`src/rtl/mem_arbiter_pkg.sv`:
```
`default_nettype none
// ============================================================================
// Module      : mem_arbiter_pkg
// Description : Shared types and constants for the byte-serial memory arbiter.
// Revision    : 1.0 - initial release
// ============================================================================
package mem_arbiter_pkg;

    localparam int unsigned ADDR_W_DEF = 32;
    localparam int unsigned RAM_RD_LAT = 1;

    localparam logic [2:0] LEN_B = 3'd1;
    localparam logic [2:0] LEN_H = 3'd2;
    localparam logic [2:0] LEN_W = 3'd4;

    typedef enum logic [2:0] {
        IDLE   = 3'd0,
        IF_RD  = 3'd1,
        MEM_RD = 3'd2,
        MEM_WR = 3'd3,
        DONE   = 3'd4
    } state_t;

    // Any byte count other than 1 or 2 is serviced as a full word.
    function automatic logic [2:0] norm_len(input logic [2:0] len);
        case (len)
            LEN_B:   return LEN_B;
            LEN_H:   return LEN_H;
            default: return LEN_W;
        endcase
    endfunction

endpackage : mem_arbiter_pkg
`default_nettype wire

```
`src/rtl/mem_arbiter.sv`:
```
`default_nettype none
// ============================================================================
// Module      : mem_arbiter
// Description : Shares one 8-bit RAM port between instruction fetch and MEM,
//               sequencing accesses as little-endian byte transfers.
//               Optional macro MEM_ARBITER_RR_EN selects round-robin grants.
// Revision    : 1.0 - initial release
// ============================================================================
module mem_arbiter
    import mem_arbiter_pkg::*;
#(
    parameter int unsigned ADDR_W = ADDR_W_DEF
) (
    input  logic              clk,
    input  logic              rst,
    input  logic              if_req_i,
    input  logic [ADDR_W-1:0] if_addr_i,
    output logic              if_done_o,
    output logic [31:0]       if_data_o,
    input  logic              flush_i,
    input  logic              mem_req_i,
    input  logic              mem_we_i,
    input  logic [2:0]        mem_len_i,
    input  logic [ADDR_W-1:0] mem_addr_i,
    input  logic [31:0]       mem_wdata_i,
    output logic              mem_done_o,
    output logic [31:0]       mem_rdata_o,
    output logic [ADDR_W-1:0] ram_addr_o,
    output logic              ram_we_o,
    output logic [7:0]        ram_dout_o,
    input  logic [7:0]        ram_din_i,
    output logic              busy_o
);

    state_t            r_state, w_state_nxt;
    logic [2:0]        r_cnt, w_cnt_nxt;
    logic [2:0]        r_len, w_len_nxt;
    logic [ADDR_W-1:0] r_base, w_base_nxt;
    logic [31:0]       r_wdata, w_wdata_nxt;
    logic [31:0]       r_asm, w_asm_nxt;
    logic              r_sel_mem, w_sel_mem_nxt;

    logic              r_if_done, w_if_done_nxt;
    logic [31:0]       r_if_data, w_if_data_nxt;
    logic              r_mem_done, w_mem_done_nxt;
    logic [31:0]       r_mem_rdata, w_mem_rdata_nxt;
    logic [ADDR_W-1:0] r_ram_addr, w_ram_addr_nxt;
    logic              r_ram_we, w_ram_we_nxt;
    logic [7:0]        r_ram_dout, w_ram_dout_nxt;
    logic              r_busy, w_busy_nxt;

    logic [2:0]        w_cnt_inc;
    logic [2:0]        w_lane;
    logic [ADDR_W-1:0] w_addr_inc;
    logic [31:0]       w_cap;
    logic [7:0]        w_wbyte;
    logic              w_grant_mem;

    assign w_cnt_inc  = r_cnt + 3'd1;
    assign w_addr_inc = r_base + ADDR_W'(w_cnt_inc);
    // Byte on ram_din_i belongs to the address issued RAM_RD_LAT cycles ago.
    assign w_lane     = r_cnt - 3'(RAM_RD_LAT);
    assign w_wbyte    = r_wdata[{w_cnt_inc[1:0], 3'b000} +: 8];

    always_comb begin
        w_cap = r_asm;
        w_cap[{w_lane[1:0], 3'b000} +: 8] = ram_din_i;
    end

`ifdef MEM_ARBITER_RR_EN
    logic r_last_mem, w_last_mem_nxt;

    assign w_grant_mem = mem_req_i & (~if_req_i | ~r_last_mem);

    always_comb begin
        w_last_mem_nxt = r_last_mem;
        if (r_state == IDLE) begin
            if (w_grant_mem) begin
                w_last_mem_nxt = 1'b1;
            end else if (if_req_i) begin
                w_last_mem_nxt = 1'b0;
            end
        end
    end

    always_ff @(posedge clk or negedge rst) begin
        if (!rst) begin
            r_last_mem <= 1'b0;
        end else begin
            r_last_mem <= w_last_mem_nxt;
        end
    end
`else
    assign w_grant_mem = mem_req_i;
`endif

    always_comb begin
        w_state_nxt     = r_state;
        w_cnt_nxt       = r_cnt;
        w_len_nxt       = r_len;
        w_base_nxt      = r_base;
        w_wdata_nxt     = r_wdata;
        w_asm_nxt       = r_asm;
        w_sel_mem_nxt   = r_sel_mem;
        w_if_done_nxt   = 1'b0;
        w_if_data_nxt   = 32'd0;
        w_mem_done_nxt  = 1'b0;
        w_mem_rdata_nxt = 32'd0;
        w_ram_addr_nxt  = r_ram_addr;
        w_ram_we_nxt    = 1'b0;
        w_ram_dout_nxt  = r_ram_dout;

        case (r_state)
            IDLE: begin
                if (w_grant_mem) begin
                    w_sel_mem_nxt  = 1'b1;
                    w_base_nxt     = mem_addr_i;
                    w_len_nxt      = norm_len(mem_len_i);
                    w_wdata_nxt    = mem_wdata_i;
                    w_asm_nxt      = 32'd0;
                    w_cnt_nxt      = 3'd0;
                    w_ram_addr_nxt = mem_addr_i;
                    if (mem_we_i) begin
                        w_state_nxt    = MEM_WR;
                        w_ram_we_nxt   = 1'b1;
                        w_ram_dout_nxt = mem_wdata_i[7:0];
                    end else begin
                        w_state_nxt    = MEM_RD;
                    end
                end else if (if_req_i) begin
                    w_sel_mem_nxt  = 1'b0;
                    w_base_nxt     = if_addr_i;
                    w_len_nxt      = LEN_W;
                    w_asm_nxt      = 32'd0;
                    w_cnt_nxt      = 3'd0;
                    w_ram_addr_nxt = if_addr_i;
                    w_state_nxt    = IF_RD;
                end
            end

            IF_RD, MEM_RD: begin
                if ((r_state == IF_RD) && flush_i) begin
                    w_state_nxt = IDLE;
                    w_asm_nxt   = 32'd0;
                end else begin
                    if (r_cnt >= 3'(RAM_RD_LAT)) begin
                        w_asm_nxt = w_cap;
                    end
                    if (r_cnt == r_len) begin
                        w_state_nxt = DONE;
                        if (r_sel_mem) begin
                            w_mem_done_nxt  = 1'b1;
                            w_mem_rdata_nxt = w_cap;
                        end else begin
                            w_if_done_nxt   = 1'b1;
                            w_if_data_nxt   = w_cap;
                        end
                    end else begin
                        w_cnt_nxt = w_cnt_inc;
                        if (w_cnt_inc != r_len) begin
                            w_ram_addr_nxt = w_addr_inc;
                        end
                    end
                end
            end

            MEM_WR: begin
                if (r_cnt == (r_len - 3'd1)) begin
                    w_state_nxt    = DONE;
                    w_mem_done_nxt = 1'b1;
                end else begin
                    w_cnt_nxt      = w_cnt_inc;
                    w_ram_we_nxt   = 1'b1;
                    w_ram_addr_nxt = w_addr_inc;
                    w_ram_dout_nxt = w_wbyte;
                end
            end

            DONE: begin
                w_state_nxt = IDLE;
            end

            default: begin
                w_state_nxt = IDLE;
            end
        endcase

        w_busy_nxt = (w_state_nxt != IDLE);
    end

    always_ff @(posedge clk or negedge rst) begin
        if (!rst) begin
            r_state     <= IDLE;
            r_cnt       <= 3'd0;
            r_len       <= 3'd0;
            r_base      <= '0;
            r_wdata     <= 32'd0;
            r_asm       <= 32'd0;
            r_sel_mem   <= 1'b0;
            r_if_done   <= 1'b0;
            r_if_data   <= 32'd0;
            r_mem_done  <= 1'b0;
            r_mem_rdata <= 32'd0;
            r_ram_addr  <= '0;
            r_ram_we    <= 1'b0;
            r_ram_dout  <= 8'd0;
            r_busy      <= 1'b0;
        end else begin
            r_state     <= w_state_nxt;
            r_cnt       <= w_cnt_nxt;
            r_len       <= w_len_nxt;
            r_base      <= w_base_nxt;
            r_wdata     <= w_wdata_nxt;
            r_asm       <= w_asm_nxt;
            r_sel_mem   <= w_sel_mem_nxt;
            r_if_done   <= w_if_done_nxt;
            r_if_data   <= w_if_data_nxt;
            r_mem_done  <= w_mem_done_nxt;
            r_mem_rdata <= w_mem_rdata_nxt;
            r_ram_addr  <= w_ram_addr_nxt;
            r_ram_we    <= w_ram_we_nxt;
            r_ram_dout  <= w_ram_dout_nxt;
            r_busy      <= w_busy_nxt;
        end
    end

    assign if_done_o   = r_if_done;
    assign if_data_o   = r_if_data;
    assign mem_done_o  = r_mem_done;
    assign mem_rdata_o = r_mem_rdata;
    assign ram_addr_o  = r_ram_addr;
    assign ram_we_o    = r_ram_we;
    assign ram_dout_o  = r_ram_dout;
    assign busy_o      = r_busy;

endmodule : mem_arbiter
`default_nettype wire
```
`config.mk`:
```
export PLATFORM = sky130hd
export DESIGN_NAME = mem_arbiter
export DESIGN_NICKNAME = d
export VERILOG_FILES = /design/src/rtl/mem_arbiter_pkg.sv /design/src/rtl/mem_arbiter.sv
export SDC_FILE = /design/constraint.sdc
export NUM_CORES = 1
export LEC_CHECK = 0
export BUFFER_PORTS_ARGS = -buffer_cell sky130_fd_sc_hd__buf_2
export CAP_MARGIN = 20
export CORE_ASPECT_RATIO = 0.9
export CORE_MARGIN = 4
export CORE_UTILIZATION = 59
export CTS_BUF_LIST = sky130_fd_sc_hd__clkbuf_16
export CTS_CLUSTER_SIZE = 28
export DETAILED_ROUTE_END_ITERATION = 8
export GPL_ROUTABILITY_DRIVEN = 0
export GPL_TIMING_DRIVEN = 0
export PLACE_DENSITY = 0.95
export SYNTH_ARGS = -nofsm -noshare
export SYNTH_HDL_FRONTEND = slang
export SYNTH_SLANG_ARGS = --single-unit
```
`constraint.sdc`:
```
create_clock -name clk -period 5.5 [get_ports clk]
set_input_delay 1.375 -clock clk [delete_from_list [all_inputs] [get_ports clk]]
set_output_delay 1.375 -clock clk [all_outputs]
set_load 0.01 [all_outputs]
```
==> summary.txt <==
Final layout
  – Ratio of cells with drive above 1 in the final layout: 0.259
  – Multi-input gate area: 4490 sq um
  – Area growth, synth to finish: 20.2%
  – Register area: 5360 sq um
  – Core Util, Final: 0.724
  – Nets: 1364
  – # fillers: 1185
  – Fin area: 12200 sq um

Routing
  – Detailed-route DRC error count: 0
  – Routed WL: 27.3 mm
  – Routed Antenna Nets: 0
  – Via Count: 8745
  – WL/cell: 18.6 microns
  – First-pass detailed-route iteration total: 5
  – Drt via density: 5.97
  – Iter 0 DRT Violations: 1020

Die
  – Die width: 146 microns
  – Die area: 19400 sq um
  – Io pins: 221
  – Core region area: 16900 sq um
  – Starting Density: 0.602
  – Die Ht: 133 microns
  – FP Rows: 45

Synth
  – EDFF count, synth: 0
  – Simple-gate share of the synthesized area: 0.172
  – Cell Area, Synth: 10200 sq um
  – Syn Nets: 1119
  – Sequential-to-total area share from yosys stat: 0.527
  – Top cell type by total area after synthesis: dfrtp_1
  – Synthesis-stage register bit count: 214
  – Synth cell types: 59
  – Post-Syn Instances: 995
  – Post-synthesis mux area share: 0.124
  – Area fraction in compound gates after synthesis: 0.113
  – Post-Synth Adder-Cell Area: 0.0143
  – Post-synth ARST share: 1.00
  – XOR/XNOR Fraction of Synth Area: 0.0178
  – YS warnings: 0
  – Synth top area cells: dfrtp_1 (53%), nand2_1 (6.0%), mux2_2 (5.6%)
  – Avg Cell Area, Syn: 10.2 sq um
  – Largest family of logic cells by synthesized area: simple AND/OR/NAND/NOR gates
  – Post-synth top area share: 0.527
  – Synth Flop Type: dfrtp_1

Clocking
  – Root Driver: clkbuf_16
  – CTS clk-pin slew, worst paths: 0.06 ns
  – CTS Sinks: 214
  – TritonCTS clock tree: yes
  – Worst-Skew Late Latency: 0.51 ns
  – Setup bufs post-CTS: 0
  – Cts hold-fix bufs: 0
  – Clk buf depth: 3
  – CTS resizes: 0
  – Num CTS Buffers: 22
  – H-tree levels: 1

Setup path
  – Buf+Inv Stages, Crit Path: 3
  – Cell Chain, Critical Path: clkbuf_1 -> inv_1 -> ha_1 -> inv_1 -> fa_1 -> nand2b_1 -> a2111o_1 -> o31a_1 -> o31a_1 -> mux2_2
  – CP arrival: 4.16 ns
  – CP Max Fanout: 6
  – Reg-to-reg slack, setup: 1.73 ns
  – Critical path class: flip-flop to flip-flop
  – R2R Path End: ram_addr_o[24]
  – CP Capture Type: flip-flop
  – CP Launch Type: flip-flop
  – Max incr delay on CP: 0.57 ns
  – Worst Reg-to-Reg Cells: 10
  – Crit-path slowest cell: a2111o_1
  – RR Startpoint: r_cnt[0]
  – Top Family by Delay on Critical Path: compound AO/OA/AOI/OAI gates
  – Critical Path RT: 5.89 ns

Hold path
  – Hold Crit Endpoint: r_wdata[4]
  – Hold path start: r_wdata[4]
  – Worst hold path class: flip-flop to flip-flop
  – WHS Path Cells: 2

Global routing
  – GRT Total Usage: 0.272
  – Antenna violations before repair: 2
  – Grt total ovfl: 0
  – Vias in the first global route: 8478
  – First-pass GRT wire length: 43.4 mm
  – Largest net degree at the start of global routing: 133

Power and ir drop
  – Internal power: 4110 uW
  – Part of the power in registers: 0.346
  – Pleak: 0.00614 uW
  – Sw Share: 0.407
  – Tot Pwr: 6930 uW
  – Comb pwr share: 0.457
  – Power Dens Cells: 567 nW/um^2
  – Sw Pwr: 2820 uW
  – VDD IR max: 0.000261 V
  – Clock power frac: 0.197

Timing
  – Layout Skew: 0.0215 ns
  – Worst hold slack: 0.473 ns
  – Max Fclk: 0.265 GHz
  – Min Tclk post-route: 3.77 ns
  – Setup TNS: 0 ns
  – Final Cycle Share: 0.685
  – Setup-failing EPs final: 0
  – Max_slew headroom: 0.389
  – Slew @ Worst Pin: 0.916 ns
  – Final hold violations: 0
  – Max-slew violation count: 0
  – RSZ-0062 raised after global routing: false

Placed design
  – DP Area: 11600 sq um
  – Port Buf Inserts: 219
  – Detail Placement HPWL: 19.7 mm

Outcome
  – Status: finished clean

Flow run
  – Max-Cap Viols: 0
==> cells in the final DEF, fill, tap and decap left out, drive strengths merged, types with 6 or more instances in the layout <==
cell type	netlist	routed
o31a	6	6
nand4	7	7
nor2	114	114
mux2	51	51
ha	10	10
a211oi	6	6
nand3	14	14
mux2i	51	51
a21oi	23	23
xnor2	7	7
a22o	10	10
a31oi	27	27
nor2b	45	45
or4	6	6
dfrtp	214	214
nand2	162	162
nor4	8	8
and3	7	7
buf	14	235
or3	6	6
xor2	11	11
inv	16	21
o21ai	49	49
mux4	8	8
nor3	6	6
clkinv	0	8
clkbuf	50	73
==> registers in the layout, indices dropped and copies added (netlist names) <==
| signal | count |
|---|---|
| r_cnt | 3 |
| r_state | 3 |
| r_base | 32 |
| busy_o | 1 |
| if_data_o | 32 |
| ram_dout_o | 8 |
| mem_rdata_o | 32 |
| ram_addr_o | 32 |
| r_sel_mem | 1 |
| if_done_o | 1 |
| r_len | 3 |
| r_wdata | 32 |
| ram_we_o | 1 |
| r_asm | 32 |
| mem_done_o | 1 |
==> worst register-to-register path: stages, from the launching register on <==
cell      delay [ns]
dfrtp_1         0.42
clkbuf_1        0.29
inv_1           0.23
ha_1            0.49
inv_1           0.14
fa_1            0.46
nand2b_1        0.24
a2111o_1        0.57
o31a_1          0.28
o31a_1          0.28
mux2_2          0.26
==> cells in the mapped netlist, types with 8 or more instances <==
| library cell | n |
|---|---|
| dfrtp_1 | 214 |
| nand2_1 | 162 |
| nor2_1 | 114 |
| mux2_2 | 51 |
| mux2i_1 | 51 |
| clkbuf_1 | 49 |
| o21ai_0 | 49 |
| nor2b_1 | 45 |
| a31oi_1 | 27 |
| a21oi_1 | 23 |
| inv_1 | 16 |
| nand3_1 | 14 |
| xor2_1 | 11 |
| a22o_1 | 10 |
| ha_1 | 10 |
| mux4_2 | 8 |
| nor4_1 | 8 |
==> power groups by stage <==
stage,Clock [uW],Sequential [uW],Combinational (uW)
floorplan,0,2400,2160
global route,1440,2460,3450
CTS,1380,2390,3130
detailed placement,0,2410,3110
finish,1360,2400,3170
global placement,0,2370,2990
==> per-stage QoR <==
| stage | instances | setup slack, ns |
|---|---|---|
| 2_1_floorplan | 995 | 2.34 |
| 3_3_place_gp | 1425 | -0.385 |
| 3_5_place_dp | 1426 | 1.73 |
| 4_1_cts | 1464 | 1.80 |
| 5_1_grt | 1466 | 1.60 |
| 6_report | 1466 | 1.73 |
==> cells by family (layout without fill, tap and decap cells) <==
group	after synthesis	after routing
DFF	214	214
and+or+nand+nor	390	390
muxes	110	110
AOI/OAI and AO/OA	171	171
buffers and inverters	80	339
xor gates and xnor gates	19	19
adders and majority gates	11	11
other	0	1
==> worst max path at each step <==
stage,from,to,slack (ns),cells past startpoint
after floorplan,r_cnt[0],ram_addr_o[22],2.34,10
after global placement,rst,if_done_o,-0.39,1
after detailed placement,mem_req_i,r_wdata[30],1.73,7
after CTS,r_cnt[0],ram_addr_o[24],1.80,10
after global routing,r_cnt[0],ram_addr_o[24],1.60,10
final,r_cnt[0],ram_addr_o[24],1.73,10
==> metal layers <==
metal | share of wire | wire [microns] | GRT usage | up-vias
li1 | - | - | - | 3963
met1 | 0.41 | 11300 | 0.381 | 4231
met2 | 0.47 | 12800 | 0.439 | 483
met3 | 0.087 | 2380 | 0.0503 | 66
met4 | 0.030 | 808 | 0.0836 | 2
met5 | 0.00048 | 13 | 0 | -
==> area by class of cell <==
class                   instances  area share
plain buffers                  64      0.0211
diodes                          1    0.000205
flip-flops and latches        214       0.438
clock inverters                15     0.00614
repair buffers                221      0.0932
multi-input cells             701       0.368
inverters                      16     0.00491
well taps                     211      0.0216
clock buffers                  23      0.0471
No activity file was read; power rests on OpenSTA's default activity.
